**src/rtl/sram_test_sequencer_if.sv**
```systemverilog
// Single-outstanding-request memory port between the SRAM test sequencer
// (master) and the SRAM controller front end (slave).
interface sram_test_sequencer_if #(
    parameter int ADDR_BITS = 20,
    parameter int DATA_BITS = 16
);
    logic                 mem_valid;
    logic                 mem_write;
    logic [ADDR_BITS-1:0] mem_addr;
    logic [DATA_BITS-1:0] mem_wdata;
    logic                 mem_ready;
    logic                 mem_rvalid;
    logic [DATA_BITS-1:0] mem_rdata;

    modport master (
        output mem_valid, mem_write, mem_addr, mem_wdata,
        input  mem_ready, mem_rvalid, mem_rdata
    );

    modport slave (
        input  mem_valid, mem_write, mem_addr, mem_wdata,
        output mem_ready, mem_rvalid, mem_rdata
    );
endinterface

```
**src/rtl/sram_test_sequencer.sv**
```systemverilog
// Steps a pattern generator through its list; for each pattern writes every
// SRAM address, reads it all back and reports pass or the first mismatch.
module sram_test_sequencer #(
    parameter int                   ADDR_BITS = 20,
    parameter int                   DATA_BITS = 16,
    parameter logic [ADDR_BITS-1:0] LAST_ADDR = {ADDR_BITS{1'b1}}
) (
    input  logic                  clk,
    input  logic                  reset,
    input  logic                  start,
    output logic                  gen_reset,
    output logic                  gen_next,
    input  logic [DATA_BITS-1:0]  gen_pattern,
    input  logic                  gen_done,
    sram_test_sequencer_if.master mem,
    output logic                  busy,
    output logic                  pass,
    output logic                  fail,
    output logic [ADDR_BITS-1:0]  fail_addr,
    output logic [DATA_BITS-1:0]  fail_expected,
    output logic [DATA_BITS-1:0]  fail_actual
);

    typedef enum logic [3:0] {
        IDLE, GEN_RST, SETTLE, WRITE, READ, WAIT_R, ADVANCE, PASS, FAIL
    } state_t;

    state_t               state_q;
    logic [ADDR_BITS-1:0] addr_q;
    logic [DATA_BITS-1:0] expected_q;
    logic                 gen_reset_q, gen_next_q;
    logic                 mem_valid_q, mem_write_q;
    logic                 busy_q, pass_q, fail_q;
    logic [ADDR_BITS-1:0] fail_addr_q;
    logic [DATA_BITS-1:0] fail_expected_q, fail_actual_q;

    // addr_q and expected_q double as the request address and write data,
    // so the request fields cannot move while a request is stalled.
    assign mem.mem_valid  = mem_valid_q;
    assign mem.mem_write  = mem_write_q;
    assign mem.mem_addr   = addr_q;
    assign mem.mem_wdata  = expected_q;
    assign gen_reset      = gen_reset_q;
    assign gen_next       = gen_next_q;
    assign busy           = busy_q;
    assign pass           = pass_q;
    assign fail           = fail_q;
    assign fail_addr      = fail_addr_q;
    assign fail_expected  = fail_expected_q;
    assign fail_actual    = fail_actual_q;

    always_ff @(posedge clk or posedge reset) begin
        if (reset) begin
            state_q         <= IDLE;
            addr_q          <= '0;
            expected_q      <= '0;
            gen_reset_q     <= 1'b0;
            gen_next_q      <= 1'b0;
            mem_valid_q     <= 1'b0;
            mem_write_q     <= 1'b0;
            busy_q          <= 1'b0;
            pass_q          <= 1'b0;
            fail_q          <= 1'b0;
            fail_addr_q     <= '0;
            fail_expected_q <= '0;
            fail_actual_q   <= '0;
        end else begin
            case (state_q)
                IDLE, PASS, FAIL: begin
                    if (start) begin
                        pass_q          <= 1'b0;
                        fail_q          <= 1'b0;
                        fail_addr_q     <= '0;
                        fail_expected_q <= '0;
                        fail_actual_q   <= '0;
                        gen_reset_q     <= 1'b1;
                        busy_q          <= 1'b1;
                        state_q         <= GEN_RST;
                    end
                end
                GEN_RST: begin
                    gen_reset_q <= 1'b0;
                    state_q     <= SETTLE;
                end
                SETTLE: begin
                    if (gen_done) begin
                        pass_q  <= 1'b1;
                        busy_q  <= 1'b0;
                        state_q <= PASS;
                    end else begin
                        expected_q  <= gen_pattern;
                        addr_q      <= '0;
                        mem_valid_q <= 1'b1;
                        mem_write_q <= 1'b1;
                        state_q     <= WRITE;
                    end
                end
                WRITE: begin
                    if (mem.mem_ready) begin
                        if (addr_q == LAST_ADDR) begin
                            addr_q      <= '0;
                            mem_write_q <= 1'b0;
                            state_q     <= READ;
                        end else begin
                            addr_q <= addr_q + 1'b1;
                        end
                    end
                end
                READ: begin
                    if (mem.mem_ready) begin
                        mem_valid_q <= 1'b0;
                        state_q     <= WAIT_R;
                    end
                end
                WAIT_R: begin
                    if (mem.mem_rvalid) begin
                        if (mem.mem_rdata != expected_q) begin
                            fail_q          <= 1'b1;
                            fail_addr_q     <= addr_q;
                            fail_expected_q <= expected_q;
                            fail_actual_q   <= mem.mem_rdata;
                            busy_q          <= 1'b0;
                            state_q         <= FAIL;
                        end else if (addr_q == LAST_ADDR) begin
                            gen_next_q <= 1'b1;
                            state_q    <= ADVANCE;
                        end else begin
                            addr_q      <= addr_q + 1'b1;
                            mem_valid_q <= 1'b1;
                            state_q     <= READ;
                        end
                    end
                end
                ADVANCE: begin
                    gen_next_q <= 1'b0;
                    state_q    <= SETTLE;
                end
                default: state_q <= IDLE;
            endcase
        end
    end

endmodule

```
**src/flat_wrapper.sv**
```systemverilog
// flat-port wrapper written by rule: the top's interface ports become plain ports
module sram_test_sequencer_flat 
#(
    parameter int                   ADDR_BITS = 20,
    parameter int                   DATA_BITS = 16,
    parameter logic [ADDR_BITS-1:0] LAST_ADDR = {ADDR_BITS{1'b1}}
)
  (clk, reset, start, gen_reset, gen_next, gen_pattern, gen_done, busy, pass, fail, fail_addr, fail_expected, fail_actual, mem_mem_valid, mem_mem_write, mem_mem_addr, mem_mem_wdata, mem_mem_ready, mem_mem_rvalid, mem_mem_rdata);
  sram_test_sequencer_if #(.ADDR_BITS(ADDR_BITS), .DATA_BITS(DATA_BITS)) mem_i ();
  input  logic clk;
  input  logic reset;
  input  logic start;
  output logic gen_reset;
  output logic gen_next;
  input  logic [DATA_BITS-1:0] gen_pattern;
  input  logic gen_done;
  output logic busy;
  output logic pass;
  output logic fail;
  output logic [ADDR_BITS-1:0] fail_addr;
  output logic [DATA_BITS-1:0] fail_expected;
  output logic [DATA_BITS-1:0] fail_actual;
  output wire logic [$bits(mem_i.mem_valid)-1:0] mem_mem_valid;
  output wire logic [$bits(mem_i.mem_write)-1:0] mem_mem_write;
  output wire logic [$bits(mem_i.mem_addr)-1:0] mem_mem_addr;
  output wire logic [$bits(mem_i.mem_wdata)-1:0] mem_mem_wdata;
  input wire logic [$bits(mem_i.mem_ready)-1:0] mem_mem_ready;
  input wire logic [$bits(mem_i.mem_rvalid)-1:0] mem_mem_rvalid;
  input wire logic [$bits(mem_i.mem_rdata)-1:0] mem_mem_rdata;
  assign mem_mem_valid = mem_i.mem_valid;
  assign mem_mem_write = mem_i.mem_write;
  assign mem_mem_addr = mem_i.mem_addr;
  assign mem_mem_wdata = mem_i.mem_wdata;
  assign mem_i.mem_ready = mem_mem_ready;
  assign mem_i.mem_rvalid = mem_mem_rvalid;
  assign mem_i.mem_rdata = mem_mem_rdata;
  sram_test_sequencer #(.ADDR_BITS(ADDR_BITS), .DATA_BITS(DATA_BITS), .LAST_ADDR(LAST_ADDR)) u_core (.clk(clk), .reset(reset), .start(start), .gen_reset(gen_reset), .gen_next(gen_next), .gen_pattern(gen_pattern), .gen_done(gen_done), .mem(mem_i), .busy(busy), .pass(pass), .fail(fail), .fail_addr(fail_addr), .fail_expected(fail_expected), .fail_actual(fail_actual));
endmodule
```
**config.mk**
```make
export PLATFORM = sky130hd
export DESIGN_NAME = sram_test_sequencer_flat
export DESIGN_NICKNAME = d
export VERILOG_FILES = /design/src/rtl/sram_test_sequencer_if.sv /design/src/rtl/sram_test_sequencer.sv /design/src/flat_wrapper.sv
export SDC_FILE = /design/constraint.sdc
export NUM_CORES = 1
export LEC_CHECK = 0
export BUFFER_PORTS_ARGS = -buffer_cell sky130_fd_sc_hd__buf_4
export CAP_MARGIN = 5
export CORE_AREA = 2 2 82 123
export DETAILED_ROUTE_END_ITERATION = 10
export DIE_AREA = 0 0 84 125
export GPL_ROUTABILITY_DRIVEN = 0
export GPL_TIMING_DRIVEN = 0
export PLACE_DENSITY_LB_ADDON = 0.3
export SYNTH_ARGS = -nofsm -noshare
export SYNTH_HDL_FRONTEND = slang
export SYNTH_SLANG_ARGS = --single-unit
```
**constraint.sdc**
```tcl
create_clock -name clk -period 4.3 [get_ports clk]
set_input_delay 0.215 -clock clk [delete_from_list [all_inputs] [get_ports clk]]
set_output_delay 0.215 -clock clk [all_outputs]
set_load 0.05 [all_outputs]
```
# == After elaboration in Yosys (flattened, before gate mapping) ==
# Cells that the tools add are included.
# totals
regBits,99
word_cells,109
# op_classes
eq_ne,21
bitwise,1
add_sub_neg,1
reduce_logical,21
mux,52
# op_table
op,count
20-bit two-way mux,9
16-bit two-way mux,5
16-bit case mux with 2 select lines,2
20-bit case mux with 3 select lines,1
20-bit case mux with 2 select lines,1
4-bit two-way mux,6
4-bit case mux with 6 select lines,1
20-bit by 1-bit adder with 20-bit output (second input constant),1
20-bit == test (second input constant),1
1-bit two-way mux,18
4-bit by 3-bit == test with 1-bit output (second input constant),4
16-bit inequality test,1
2-bit inequality test (second input constant),8
4-bit AND reduction,3
6-bit AND reduction,2
1-bit case mux with 2 select lines,5
5-bit AND reduction,2
2-bit nonzero test,5
3-bit nonzero test,3
4-bit by 2-bit == test with 1-bit output (second input constant),2
2-bit by 1-bit inequality test with 1-bit output (second input constant),3
1-bit case mux with 3 select lines,2
4-bit by 1-bit == test with 1-bit output (second input constant),1
4-bit == test (second input constant),1
other kinds (8),9

# == Logic depth before layout (Yosys ltp) ==
# Gate-level depths: netlist of run 1.
# depth
ltp_word,5
ltp_mapped,9

# == Least setup slack after synthesis of run 1 ==
# No wires, ideal clock.
# synth_path
path_type,register to register
start,"reg u_core.addr_q[0], in the netlist u_core.mem.mem_addr[0]"
end,"reg u_core.addr_q[12], in the netlist u_core.mem.mem_addr[12]"
setup_slack_ns,1.776
path_buffers,2
arrival_ns,2.414
stages_incl_launch_ff,10
path_cell_list,dfrtp_1 > ha_1 > nand3_1 > or4_1 > buf_2 > or2_4 > a31oi_4 > buf_6 > o21ai_0 > o41ai_1
# synth_between
elab_chain_cells,5
elab_cells_between_ends,10
cone_classes,add/sub: 1; eq/ne: 2; mux: 6; reduce/logical: 1
# synth_lines
element,line,text
start: declaration,sram_test_sequencer.sv:29,logic [ADDR_BITS-1:0] addr_q;
start signal: assignment,sram_test_sequencer.sv:105,addr_q <= addr_q + 1'b1;
start signal: assignment,sram_test_sequencer.sv:128,addr_q <= addr_q + 1'b1;
20-bit by 1-bit adder with 20-bit output,"sram_test_sequencer.sv:105, sram_test_sequencer.sv:128",
20-bit two-way mux,sram_test_sequencer.sv:124,end else if (addr_q == LAST_ADDR) begin
20-bit two-way mux,sram_test_sequencer.sv:117,if (mem.mem_rdata != expected_q) begin
20-bit two-way mux,sram_test_sequencer.sv:116,if (mem.mem_rvalid) begin
20-bit case mux with 3 select lines,sram_test_sequencer.sv:68,case (state_q)
# Parallel ways exist; a longest one is shown, timed or not. The select of a mux whose other input is x is not followed.
# A chain may end at the register's enable or synchronous reset.

# == Worst setup path in the final report of run 1 ==
# layout_path
start,reg u_core.state_q[3]
end,"reg u_core.fail_addr_q[1], in the netlist u_core.fail_addr[1]"
# layout_between
elab_chain_cells,4
elab_cells_between_ends,11
cone_classes,eq/ne: 6; mux: 1; reduce/logical: 4
# layout_lines
element,line,text
start: declaration,sram_test_sequencer.sv:28,state_t state_q;
start signal: assignment,sram_test_sequencer.sv:54,state_q <= IDLE;
start signal: assignment,sram_test_sequencer.sv:78,state_q <= GEN_RST;
start signal: assignment,sram_test_sequencer.sv:83,state_q <= SETTLE;
4-bit by 3-bit == test with 1-bit output (tied with other cells),sram_test_sequencer.sv:68,
3-bit OR reduction,sram_test_sequencer.sv:68,
2-bit inequality test (no line) or 2-bit nonzero test (tied branches),-,
4-bit AND reduction (no line),-,
end signal: assignment,sram_test_sequencer.sv:119,fail_addr_q <= addr_q;
end: declaration,sram_test_sequencer.sv:34,logic [ADDR_BITS-1:0] fail_addr_q;
# Parallel ways exist; a longest one is shown, timed or not.

==> reports/results.ini, run 1 <==
[synthesis]
syn_area_um2=4610
ys_warn_count=0
yosys_register_bits=99
ys_seq_area_share_pct=53.8
synthFlopType=dfrtp_1
synth_cells=492
syn_avg_cell_area_um2=9.37
synth.distinct_cells=47
syn-num-nets=531
synth_edf_count=0
synthArstFlopShare_pct=100

[floorplanning]
core_um2=9520
dieArea_um2=10500
die_y_um=125
die_w_um=84
initial_utilization_pct=48.4
io_pins=133
num_rows=44

[pwr]
swShare_pct=49.4
clkPwrFrac_pct=17.4
power_frac_comb_pct=51.5
p_sw_mw=2.39
power.leakage_nw=2.88
vdd_drop_max_mv=0.602
p_seq_share_pct=31.2
internal_power_mw=2.45
power_density_nw_per_um2=794

[setup_path]
rr_startpoint=u_core.state_q[3]$_DFFE_PP0P_
worstPathMaxFanout=10
cp_data_arrival_time_ps=2860
crit_required_ps=4550
cp-startpoint=u_core.state_q[3]$_DFFE_PP0P_
crit_path_end_kind=flop
critical_path.endpoint=u_core.fail_addr[1]$_DFFE_PP0P_
crit_type=flop to flop
reg2reg_slack_ps=1690
r2r_end=u_core.fail_addr[1]$_DFFE_PP0P_
reg2reg_depth=9
setup.worst_path.start_class=flop

[clock_tree]
cts_tree=yes
clk_latency_ps=350
htreeDepth=3
cts_inserted_buffers=9
cts-root-buf=clkbuf_16
clkTransAtPathRegs_ps=70
clk_path_buf_depth=2
clock_sinks=99
cts.repair.resized=0

[placed_design]
dp_hpwl_um=9810
pre_cts_slack_ps=1730
dp.cells=740
io_buffers=132
dpl-instance-area_um2=5770

[sta]
fmax_ghz=0.383
timing.hold.ws_ps=82.9
tightest_slew_ps=949
max_slew_margin_pct=36.3
min_period_over_period_pct=60.7
drv_slew=0
grt_setup_unrepaired=no
setup_slack_ps=1690
finalHoldViolCount=0
setup_violations=0
layout_min_cycle_time_ps=2610
finalSetupTns_ps=0
finClkSkew_ps=7.56

[finish]
design_area_um2=6090
stdcell_count=757
fillers=789
nets=676
drive_gt1_share_pct=28.7
diodes=0
area_growth_pct=32.2
layout_commonest_cell=buf_4
layout_common_cells=132 x buf_4, 118 x nand2_1, 99 x dfrtp_1, 77 x o21ai_0, 20 x a21oi_1

[run]
maxCapViolCount=0

[hold_path]
min_path_type=input pin to flop

[global_route]
antenna_found_initial=0
first_global_vias=4229
grt_util_all_layers_pct=26.0
gr-total-overflow=0
grt_pass1_wl_um=21700
grt_max_degree=54

[routing]
routedWlPerCell_um=17.4
drtIter0Drc=348
dr.pass1.iters=5
viasPerCell=5.62
wl_um=13200
antenna_left=0
num_vias=4257
drc=0

[run_status]
status=complete, no violations

per-stage QoR:
stage	total power [mW]	util (%)
floorplan	3.19	-
global placement	3.94	60.3
detailed placement	4.00	60.6
CTS	4.86	64.0
global route	5.08	64.0
finish	4.84	64.0
area by class of cell:
cell class,instances,area (um2),share of cell area (%)
inverter,15,58.8,0.965
clock buffer,9,225,3.70
tap,115,144,2.36
multi-input combinational,351,1940,31.9
buffer,27,130,2.14
sequential,99,2480,40.7
clock inverter,7,83.8,1.38
timing repair buffer,134,1030,16.9
state kept, by name, summed over array words and instances, names as in the netlist:
register and flops:
u_core.fail_addr 20, u_core.mem.mem_addr 20, u_core.fail_actual 16, u_core.fail_expected 16, u_core.mem.mem_wdata 16, u_core.state_q 4
u_core.busy 1, u_core.fail 1, u_core.gen_next 1, u_core.gen_reset 1, u_core.mem.mem_valid 1, u_core.mem.mem_write 1
u_core.pass 1
cell usage after synthesis (all sizes together) (6+ instances only):
cell type	number	area share (%)
nand2	119	9.7
dfrtp	99	54
o21ai	86	9.3
a21oi	21	2.4
mux2	16	3.9
xor2	16	3.0
inv	15	1.2
clkbuf	14	1.1
buf	13	1.7
nor2	13	1.1
and3	9	1.2
nand3	8	0.87
o31ai	6	0.98
or3	6	0.81
power by group through the flow:
stage          sequential (mW)  combinational [mW]  clock (mW)
5_1_grt                   1.55                2.64       0.891
3_3_place_gp              1.51                2.44           0
3_5_place_dp              1.52                2.49           0
6_report                  1.51                2.49       0.839
2_1_floorplan             2.45               0.736           0
4_1_cts                   1.51                2.50       0.849
logic make-up (layout without fill, tap and decap cells):
kind of cell	count (synthesis)	in the layout	synth area share [%]
and+or+nand+nor	185	185	18.6
AOI/OAI and AO/OA	131	131	16.0
DFF	99	99	53.8
buffers and inverters	42	192	4.05
muxes	18	18	4.34
xor gates and xnor gates	16	16	3.04
adders and majority gates	1	1	0.271
worst min path at each step:
| stage | from | end | cells after the start |
|---|---|---|---|
| after floorplan | mem_mem_rdata[0] | u_core.fail_actual[0]$_DFFE_PP0P_ | 2 |
| after global placement | mem_mem_rdata[8] | u_core.fail_actual[8]$_DFFE_PP0P_ | 3 |
| after detailed placement | reset | u_core.fail_expected[6]$_DFFE_PP0P_ | 2 |
| after CTS | mem_mem_rdata[7] | u_core.fail_actual[7]$_DFFE_PP0P_ | 3 |
| after global routing | gen_pattern[1] | u_core.mem.mem_wdata[1]$_DFFE_PP0P_ | 2 |
| final | mem_mem_rdata[7] | u_core.fail_actual[7]$_DFFE_PP0P_ | 3 |
worst max-delay path, cell delays in order (launching register included):
cell      delay (ps)
dfrtp_1          360
buf_2            170
nor2b_4          200
nand3b_1         220
nand2b_1         230
nor2_1           460
clkbuf_1         380
buf_2            290
nand2_1           90
o21ai_0          110
routing by layer:
metal | GRT usage, % | vias to the layer above | share of wire (%) | routed length, um
met4 | 9.39 | 0 | 2.7 | 351
met2 | 45.0 | 153 | 53 | 6990
li1 | - | 1992 | - | -
met1 | 31.0 | 2080 | 38 | 5000
met5 | 0 | - | 0 | 0
met3 | 6.86 | 32 | 6.5 | 856
repair_timing:
action / CTS / global route
hold endpoints to repair: 15 / 0
hold buffers: 1 / 0
buffers inserted: 0 / 0
No activity file was read; power rests on OpenSTA's default activity.
==> run 2: changes to the inputs <==
- clock period: 4.3 -> 2.5 ns (I/O delays scaled with it)
==> reports/results.ini, run 2 (synthesis gave the netlist of run 1 again) <==
[run_status]
status=complete, no violations

[sta]
drv_slew=0
setup_slack_ps=71.3
fmax_ghz=0.412
max_slew_margin_pct=63.1
tightest_slew_ps=553
finClkSkew_ps=7.27
timing.hold.ws_ps=6.50
layout_min_cycle_time_ps=2430
finalHoldViolCount=0
finalSetupTns_ps=0
min_period_over_period_pct=97.1
setup_violations=0

[setup_path]
critPathMaxStageDelay_ps=430
crit_slowest_cell=dfrtp_2
setup.worst_path.start_class=flop
cp_data_arrival_time_ps=2650
crit_required_ps=2720
worstPathMaxFanout=10
crit_type=flop to flop
crit_chain=ha_2, nand3_1, or4_1, buf_2, o211ai_1, o31a_1, clkbuf_4, or2_1, mux2i_1
crit_path_end_kind=flop

[finish]
stdcell_count=763
drive_gt1_share_pct=30.7
layout_commonest_cell=buf_4
design_area_um2=6200
layout_common_cells=134 x buf_4, 118 x nand2_1, 97 x dfrtp_1, 77 x o21ai_0, 20 x a21oi_1
area_growth_pct=34.6
diodes=0
nets=683
post-route-util_pct=65.1

[clock_tree]
clk_path_buf_depth=2
clk_latency_ps=350
cts_inserted_buffers=9
clock_sinks=99
cts_tree=yes
htreeDepth=3
clkTransAtPathRegs_ps=70
cts-root-buf=clkbuf_16

[pwr]
power.leakage_nw=2.89
power_density_nw_per_um2=1330
vdd_drop_max_mv=1.03
power_mw=8.25

[global_route]
first_global_vias=4375
antenna_found_initial=0
grt_max_degree=39
grt_pass1_wl_um=21700
gr-total-overflow=0
grt_util_all_layers_pct=25.9

[floorplanning]
core_um2=9520
die_w_um=84
io_pins=133
initial_utilization_pct=48.4
num_rows=44
die_y_um=125
dieArea_um2=10500

[routing]
drc=0
viasPerCell=5.70
num_vias=4347
antenna_left=0
drtIter0Drc=387
routedWlPerCell_um=17.7
dr.pass1.iters=5
wl_um=13500

[hold_path]
min_path_type=input pin to flop

[placed_design]
io_buffers=132
dp_hpwl_um=10100
dp.cells=742
pre_cts_slack_ps=-84.3
dpl-instance-area_um2=5820

[run]
maxCapViolCount=0

==> run 2: area by class of cell <==
cell class	count	area (um2)
fillers	768	3320
flip-flops and latches	99	2480
multi-input cells	351	2000
repair buffers	141	1120
clock buffers	9	225
well taps	115	144
plain buffers	27	136
inverters	15	60.1
clock inverters	6	43.8
==> run 2: timing repair <==
action	CTS	global route
buffers inserted	0	1
hold buffers	5	0
setup endpoints to repair	50	74
resized for setup	5	12
hold endpoints to repair	18	0
pin swaps	0	1
==> run 2: final timing paths <==
path	start	end	slack, ps	cells after the start
setup / recovery	u_core.mem.mem_addr[0]$_DFFE_PP0P_	u_core.mem.mem_addr[6]$_DFFE_PP0P_	70	9
max in group asynchronous	reset	u_core.fail_addr[0]$_DFFE_PP0P_	1270	6
setup reg to reg	u_core.mem.mem_addr[0]$_DFFE_PP0P_	u_core.mem.mem_addr[6]$_DFFE_PP0P_	70	9
min in group asynchronous	reset	u_core.fail_expected[6]$_DFFE_PP0P_	310	3
hold reg to reg	u_core.fail$_DFFE_PP0P_	u_core.fail$_DFFE_PP0P_	500	1
hold / removal	mem_mem_rdata[13]	u_core.fail_actual[13]$_DFFE_PP0P_	6	3
==> run 2: worst max-delay path: cells and delay by family, from the launching register on <==
| kind | cells | cell delay (ps) |
|---|---|---|
| simple gates | 3 | 660 |
| compound gates | 2 | 480 |
| mux | 1 | 70 |
| flops | 1 | 430 |
| buf+inv | 2 | 450 |
| fa+ha+maj | 1 | 220 |
==> run 2: power by group <==
part           switching, mW  total, mW  leakage [nW]  internal [mW]
Sequential             0.483       2.61          1.31           2.13
Clock                  0.602       1.27         0.120          0.668
Combinational           3.05       4.37          1.46           1.32
Total                   4.13       8.25          2.89           4.12
==> run 2: layer usage <==
layer	track usage, %	wire length, um	share of wire (%)	vias to the layer above
met5	0	0	0	-
met4	12.3	452	3.3	0
met3	6.34	997	7.4	35
met1	29.5	4970	37	2111
li1	-	-	-	1996
met2	45.2	7090	52	205
